--- src/rtl/vc_arbiter_pkg.sv ---
// -----------------------------------------------------------------------------
// vc_arbiter_pkg
// Shared definitions for the two-VC arbiter slice.
//   arb_state_t        : arbitration FSM encoding (IDLE, GNT_VC0, GNT_VC1, PAUSED)
//   VC_DATA_WIDTH_DEF  : default width of every data word
// -----------------------------------------------------------------------------
package vc_arbiter_pkg;

   localparam int VC_DATA_WIDTH_DEF = 6;

   typedef enum logic [1:0] {
      IDLE    = 2'd0,
      GNT_VC0 = 2'd1,
      GNT_VC1 = 2'd2,
      PAUSED  = 2'd3
   } arb_state_t;

endpackage : vc_arbiter_pkg

--- src/rtl/vc_route_reg.sv ---
// -----------------------------------------------------------------------------
// vc_route_reg
// Output register for the arbiter plus destination decode. A word granted in
// cycle N is presented on data_out in cycle N+1 together with exactly one
// push strobe chosen by bit [DATA_WIDTH-2] of the word.
// Ports:
//   clk, reset          : clock, asynchronous active-high reset
//   vld_p0              : a word is granted this cycle
//   vc_p0               : VC the granted word came from
//   data_p0             : granted word
//   data_out, active_vc : registered word and its VC (hold when nothing granted)
//   push_d0, push_d1    : one-cycle write strobes to destination D0 / D1
// -----------------------------------------------------------------------------
module vc_route_reg
   import vc_arbiter_pkg::*;
#(
   parameter int DATA_WIDTH = VC_DATA_WIDTH_DEF
) (
   input  logic                  clk,
   input  logic                  reset,
   input  logic                  vld_p0,
   input  logic                  vc_p0,
   input  logic [DATA_WIDTH-1:0] data_p0,
   output logic [DATA_WIDTH-1:0] data_out,
   output logic                  push_d0,
   output logic                  push_d1,
   output logic                  active_vc
);

   logic [DATA_WIDTH-1:0] data_p1;
   logic                  vc_p1;
   logic                  push0_p1;
   logic                  push1_p1;

   // Destination D1 is selected when the routing bit of the word is set.
   function automatic logic dest_is_d1(input logic [DATA_WIDTH-1:0] word);
      return word[DATA_WIDTH-2];
   endfunction

   // ---- stage p0 -> p1: capture granted word, decode destination ----
   // Data is reset too so that a word in flight at reset is discarded and
   // data_out reads zero afterwards.
   always_ff @(posedge clk or posedge reset) begin
      if (reset) begin
         data_p1  <= '0;
         vc_p1    <= 1'b0;
         push0_p1 <= 1'b0;
         push1_p1 <= 1'b0;
      end else begin
         push0_p1 <= vld_p0 && !dest_is_d1(data_p0);
         push1_p1 <= vld_p0 &&  dest_is_d1(data_p0);
         if (vld_p0) begin
            data_p1 <= data_p0;
            vc_p1   <= vc_p0;
         end
      end
   end

   assign data_out  = data_p1;
   assign active_vc = vc_p1;
   assign push_d0   = push0_p1;
   assign push_d1   = push1_p1;

endmodule : vc_route_reg

--- src/rtl/vc_arbiter.sv ---
// -----------------------------------------------------------------------------
// vc_arbiter
// Two virtual-channel arbiter: pops at most one word per cycle from the VC0 /
// VC1 first-word-fall-through FIFOs and forwards it, one cycle later, to
// destination FIFO D0 or D1. VC0 has priority; any destination pause blocks
// all grants.
// Optional feature (macro VC_ARB_STARVE_GUARD_EN): after BURST_MAX consecutive
// VC0 grants while VC1 is waiting, the next grant goes to VC1.
// Ports:
//   clk, reset                       : clock, asynchronous active-high reset
//   empty_fifo_VC0/1, data_out_VC0/1 : VC FIFO empty flags and head words
//   pause_d0/1                       : almost-full from destinations
//   pop_VC0_fifo/pop_VC1_fifo        : combinational pop strobes
//   data_out, push_d0/1, active_vc   : registered forwarded word, strobes, VC
// -----------------------------------------------------------------------------
module vc_arbiter
   import vc_arbiter_pkg::*;
#(
   parameter int DATA_WIDTH = VC_DATA_WIDTH_DEF,
   parameter int BURST_MAX  = 4
) (
   input  logic                  clk,
   input  logic                  reset,
   input  logic                  empty_fifo_VC0,
   input  logic                  empty_fifo_VC1,
   input  logic [DATA_WIDTH-1:0] data_out_VC0,
   input  logic [DATA_WIDTH-1:0] data_out_VC1,
   input  logic                  pause_d0,
   input  logic                  pause_d1,
   output logic                  pop_VC0_fifo,
   output logic                  pop_VC1_fifo,
   output logic [DATA_WIDTH-1:0] data_out,
   output logic                  push_d0,
   output logic                  push_d1,
   output logic                  active_vc
);

   arb_state_t            state;
   logic                  blocked;
   logic                  force_vc1;
   logic                  grant_vc0;
   logic                  grant_vc1;
   logic                  vld_p0;
   logic                  vc_p0;
   logic [DATA_WIDTH-1:0] data_p0;

   // ---- stage p0: grant decision (combinational) ----
   assign blocked   = pause_d0 | pause_d1;
   // Grants are gated by the empty flags directly, so a pop can never reach
   // an empty FIFO, and an empty/pause change lands in the same cycle.
   assign grant_vc0 = !reset && !blocked && !empty_fifo_VC0 && !force_vc1;
   assign grant_vc1 = !reset && !blocked && !empty_fifo_VC1 &&
                      (empty_fifo_VC0 || force_vc1);

   assign pop_VC0_fifo = grant_vc0;
   assign pop_VC1_fifo = grant_vc1;

   assign vld_p0  = grant_vc0 | grant_vc1;
   assign vc_p0   = grant_vc1;
   assign data_p0 = grant_vc1 ? data_out_VC1 : data_out_VC0;

`ifdef VC_ARB_STARVE_GUARD_EN
   localparam int CNT_W = $clog2(BURST_MAX + 1);

   logic [CNT_W-1:0] burst_cnt;

   // Counts VC0 grants taken while VC1 is waiting. Once it reaches BURST_MAX
   // the VC0 grant is withheld, so the counter never runs past BURST_MAX.
   always_ff @(posedge clk or posedge reset) begin
      if (reset) begin
         burst_cnt <= '0;
      end else if (empty_fifo_VC1 || grant_vc1) begin
         burst_cnt <= '0;
      end else if (grant_vc0) begin
         burst_cnt <= burst_cnt + CNT_W'(1);
      end
   end

   // Qualified with VC1 nonempty: the counter clears one cycle after VC1
   // drains, and VC0 must not be held off in that cycle.
   assign force_vc1 = (burst_cnt == CNT_W'(BURST_MAX)) && !empty_fifo_VC1;
`else
   logic unused_burst_max;

   assign force_vc1        = 1'b0;
   assign unused_burst_max = (BURST_MAX != 0);
`endif

   // ---- stage p0 -> p1: FSM records what happened this cycle ----
   always_ff @(posedge clk or posedge reset) begin
      if (reset) begin
         state <= IDLE;
      end else if (grant_vc0) begin
         state <= GNT_VC0;
      end else if (grant_vc1) begin
         state <= GNT_VC1;
      end else if (blocked && (!empty_fifo_VC0 || !empty_fifo_VC1)) begin
         state <= PAUSED;
      end else begin
         state <= IDLE;
      end
   end

   // The state register is kept for debug visibility; no output decodes it.
   logic unused_state;
   assign unused_state = ^state;

   vc_route_reg #(
      .DATA_WIDTH (DATA_WIDTH)
   ) u_route_reg (
      .clk       (clk),
      .reset     (reset),
      .vld_p0    (vld_p0),
      .vc_p0     (vc_p0),
      .data_p0   (data_p0),
      .data_out  (data_out),
      .push_d0   (push_d0),
      .push_d1   (push_d1),
      .active_vc (active_vc)
   );

endmodule : vc_arbiter

--- config.mk ---
export PLATFORM = sky130hd
export DESIGN_NAME = vc_arbiter
export DESIGN_NICKNAME = d
export VERILOG_FILES = /design/src/rtl/vc_arbiter_pkg.sv /design/src/rtl/vc_route_reg.sv /design/src/rtl/vc_arbiter.sv
export SDC_FILE = /design/constraint.sdc
export NUM_CORES = 1
export LEC_CHECK = 0
export BUFFER_PORTS_ARGS = -buffer_cell sky130_fd_sc_hd__buf_2
export CELL_PAD_IN_SITES_DETAIL_PLACEMENT = 1
export CELL_PAD_IN_SITES_GLOBAL_PLACEMENT = 1
export CORE_MARGIN = 2
export CORE_UTILIZATION = 31
export CTS_CLUSTER_DIAMETER = 200
export DETAILED_ROUTE_END_ITERATION = 6
export PLACE_DENSITY = 0.81
export RECOVER_POWER = 25
export SYNTH_ARGS = -nofsm -noshare
export SYNTH_HDL_FRONTEND = slang
export SYNTH_HIERARCHICAL = 1
export SYNTH_SLANG_ARGS = --single-unit
--- constraint.sdc ---
create_clock -name clk -period 1.17 [get_ports clk]
set_input_delay 0.0585 -clock clk [delete_from_list [all_inputs] [get_ports clk]]
set_output_delay 0.0585 -clock clk [all_outputs]
set_load 0.02 [all_outputs]
[Yosys cells after proc, flatten, opt, wreduce, memory -nomap -nowiden]
Index checks and enable logic that the tools add are counted.
Word-level totals
  flip-flop bits (word level): 9
  input bits: 18
Operators by class
  bitwise logic cells: 2
  muxes and demuxes: 1
  reductions and logical operators: 11
Operators with widths (count)
  logical AND 1 bit: 6
  2-to-1 mux 6 bit: 1
  zero test 1 bit: 5
  OR 1 bit: 2

[Longest topological paths before layout]
  depth after elaboration: 8
  depth in mapped cells: 5
  depth with buffers taken out: 4

[Modules after synthesis]
Netlist, hierarchy kept.
Modules (own cells, without submodules)
  vc_route_reg: cells each 20, times used 1, area each 357.8 µm²
  vc_arbiter: cells each 12, times used 1, area each 133.9 µm²

[Worst setup path before layout]
OpenSTA, ideal clock, no wires.
  path type: input -> register
  start point: in pause_d1
  end point: reg u_route_reg.data_p1[4] (netlist: u_route_reg/data_out[4])
  arrival: 1510 ps
  stages: 5
  data required time: 1045 ps
  setup time: 125 ps
  setup slack: -465 ps
  cells stage by stage: or3_4 > or3b_1 > buf_6 > mux2_4 > mux2_4
On the way
  longest elaborated chain between the ends: 6
Ends and longest elaborated chain
  start: declaration: line vc_arbiter.sv:29  | input logic pause_d1,
  OR 1 bit: line vc_arbiter.sv:48  | assign blocked = pause_d0 | pause_d1;
  zero test 1 bit: line vc_arbiter.sv:52  | assign grant_vc1 = !reset && !blocked && !empty_fifo_VC1 &&
  logical AND 1 bit (3 in a row): line vc_arbiter.sv:52
  2-to-1 mux 6 bit: line vc_arbiter.sv:60  | assign data_p0 = grant_vc1 ? data_out_VC1 : data_out_VC0;
  net data_p0[4]: line vc_arbiter.sv:45  | logic [DATA_WIDTH-1:0] data_p0;
  end signal: assignment: line vc_route_reg.sv:53  | data_p1 <= data_p0;
  end: declaration: line vc_route_reg.sv:30  | logic [DATA_WIDTH-1:0] data_p1;
The timed path passes the listed nets, and every way through them passes these cells.
A chain may end at the register's enable or synchronous reset.

[Worst setup path in the final report]
Ends and elaborated chain as after synthesis.

==> summary.txt <==
Run status
  • Status: finished, violations left
  • Failing checks: setup timing

Die
  • Die area: approximately 1900 um^2
  • Rows: 14
  • Die width: between 40 and 50 um
  • Die height: 43.8 um
  • Initial Util: 0.330
  • Core Region: 1490 um^2
  • IO Pins: 29

STA
  • Crit path time final: 1.47 ns
  • Setup_tns: -2.30 ns
  • Final hold viol count: 0
  • Final Cycle Share: 1.26
  • RSZ-0062 raised after global routing: true
  • Final Max Slew Viols: 0
  • Max Fclk: 0.681 GHz
  • Final hold slack: 0.0929 ns
  • PnR worst setup slack: -0.299 ns
  • Slew of the pin with the lowest slew margin: around 0.33 ns
  • Endpoints failing setup: 11
  • Slew margin rel.: 0.782
  • Post-Route Skew: 0 ns

Yosys
  • Count leader, synth: mux2_4
  • Cell variety after synth: 10
  • Post-Syn Area: a little under 500 um^2
  • Synth area leaders: dfrtp_1 46%, mux2_4 40%, buf_6 4.6%
  • Synth top area share: 0.458
  • Cells after synthesis: 32
  • Top cell types by occurrence after synthesis: 13 x mux2_4, 9 x dfrtp_1, 2 x buf_6, 2 x inv_1
  • Synth warnings: 6
  • Ys async rst share: 1.00
  • EDFF count, synth: 0
  • Avg Cell Area, Syn: 15.4 um^2
  • Post-synth top flop: dfrtp_1
  • Yosys top cell by area: dfrtp_1
  • Net count after synthesis: 50
  • Synth Register Bits: 9
  • Register area share after synthesis: 0.458

GRT
  • Initial antenna violation count: 0
  • First-pass GRT wire length: 1.86 mm
  • Overflow after GRT: 0
  • Gr usage total: 0.142
  • Vias in the first global route: between 400 and 500
  • Largest net degree at the start of global routing: 10

Placed design
  • Area post-placement: ~670 um^2
  • Routability congestion estimate: a little over 0.6
  • Port Buffer Count: 28

Power
  • Pwr/cell area: approximately 1200 nW/um^2
  • Worst vdd ir: ~0.00042 V
  • Design Power: 0.925 mW
  • Leakage: around 0.44 nW

Setup path
  • Crit path kind: in -> reg
  • CP endpoint kind: register
  • CP Cell Sequence: buf_6 > or3_4 > or3b_4 > buf_6 > mux2_4 > mux2_4
  • Slowest-stage cell, CP: or3b_4
  • Startpoint types: input pin
  • Worst EP required: between 1 and 1.5 ns
  • Max stage delay on crit path: 0.39 ns
  • CP max FO: 4
  • Arrival time worst endpoint: approximately 1.6 ns

Clocking
  • Clock sink count: 9
  • TritonCTS clock tree: done
  • Clk buf depth: 2
  • Total CTS buffers: 3
  • Root buffer cell: clkbuf_4
  • Reg clk slew, reported paths: 0.07 ns
  • Clock Latency Late Sink: 0.25 ns
  • H-Tree Depth: 1

Detailed routing
  • Via count: ~400
  • Mean routed wirelength per cell: 14.8 um
  • Vias per std cell: roughly 4.5
  • Pre-antenna DRT Iters: 1
  • DRT antenna net count: 0
  • Number of remaining DRC errors: 0
  • 1st-iter DRT viols: 0
  • WL final: around 1.3 mm

Cells and area
  • Share of cells above drive strength 1: 0.778
  • Post-route cell area: about 780 um^2
  • Nets: 91
  • Area grow syn2layout: 59.0%
  • Diodes inserted: 0

Worst hold path
  • Min-delay worst type: in -> reg

Run
  • Max_cap viols: 0
==> flip-flops by register name (all words and copies together), names as in the netlist <==
signal	flops
u_route_reg/active_vc	1
u_route_reg/data_out	6
u_route_reg/push_d1	1
u_route_reg/push_d0	1
==> kinds of logic (layout without fill, tap and decap cells) <==
family	Yosys count	count (layout)	synth area share
mux	13	13	0.397
compound gates	1	1	0.0102
flops	9	9	0.458
simple gates	5	5	0.0738
buf+inv	4	44	0.0611
==> routing by layer <==
layer,GRT usage,wire [um]
met2,0.235,729
met5,0,0
met1,0.166,486
met3,0.0500,86
met4,0.0545,0
==> power breakdown <==
part	switching [mW]	internal, mW	total [mW]	leakage, nW
Combinational	0.133	0.161	0.294	0.309
Clock	0.111	0.131	0.243	0.0150
Sequential	0.0284	0.360	0.389	0.113
Total	0.273	0.652	0.925	0.437
==> path summary, 6_finish.rpt <==
kind,start,endpoint,slack (ns),depth (start not counted)
worst min register to register,u_route_reg/data_out[5],u_route_reg/data_out[5],0.52,1
worst max-delay path,pause_d1,u_route_reg/data_out[4],-0.30,6
worst min-delay path,data_out_VC1[4],u_route_reg/push_d0,0.09,3
min in group asynchronous,reset,u_route_reg/data_out[5],0.44,4
max in group asynchronous,reset,u_route_reg/push_d0,0.48,4
worst max register to register,u_route_reg/data_out[4],u_route_reg/data_out[4],0.39,1
==> stage by stage <==
step	util	instances	setup WS [ns]
2_1_floorplan	-	32	-0.442
3_3_place_gp	0.453	80	-0.561
3_5_place_dp	0.453	80	-0.612
4_1_cts	0.500	86	-0.317
5_1_grt	0.525	88	-0.302
6_report	0.525	88	-0.299
==> final cells by class <==
class | instances | area (um^2)
Fill cell | 162 | 707
Multi-Input combinational cell | 19 | 253
Timing Repair Buffer | 38 | 250
Sequential cell | 9 | 225
Clock buffer | 4 | 26.3
Tap cell | 16 | 20.0
Inverter | 2 | 7.51
==> repair_timing <==
item                       in CTS  in global routing
resized for setup               7                  6
setup endpoints to repair       9                 10
hold endpoints to repair        9                  0
hold buffers                    1                  0
pin swaps                       2                  2
buffers inserted                1                  1
gates cloned                    0                  1
==> worst max-delay path, delay by kind of cell <==
| family | cells | cell delay, ns |
|---|---|---|
| buffers and inverters | 2 | 0.23 |
| muxes | 2 | 0.56 |
| and+or+nand+nor | 2 | 0.76 |
==> cell usage in the layout, fill, tap and decap left out, drive strengths merged <==
master and instances:
dlygate4sd3 1, dfrtp 9, buf 35, nor2 1, inv 2, mux2 13
nor2b 1, clkbuf 6, or3b 1, and2 1, or3 1, a21oi 1
Power figures use the tool's default switching activity.
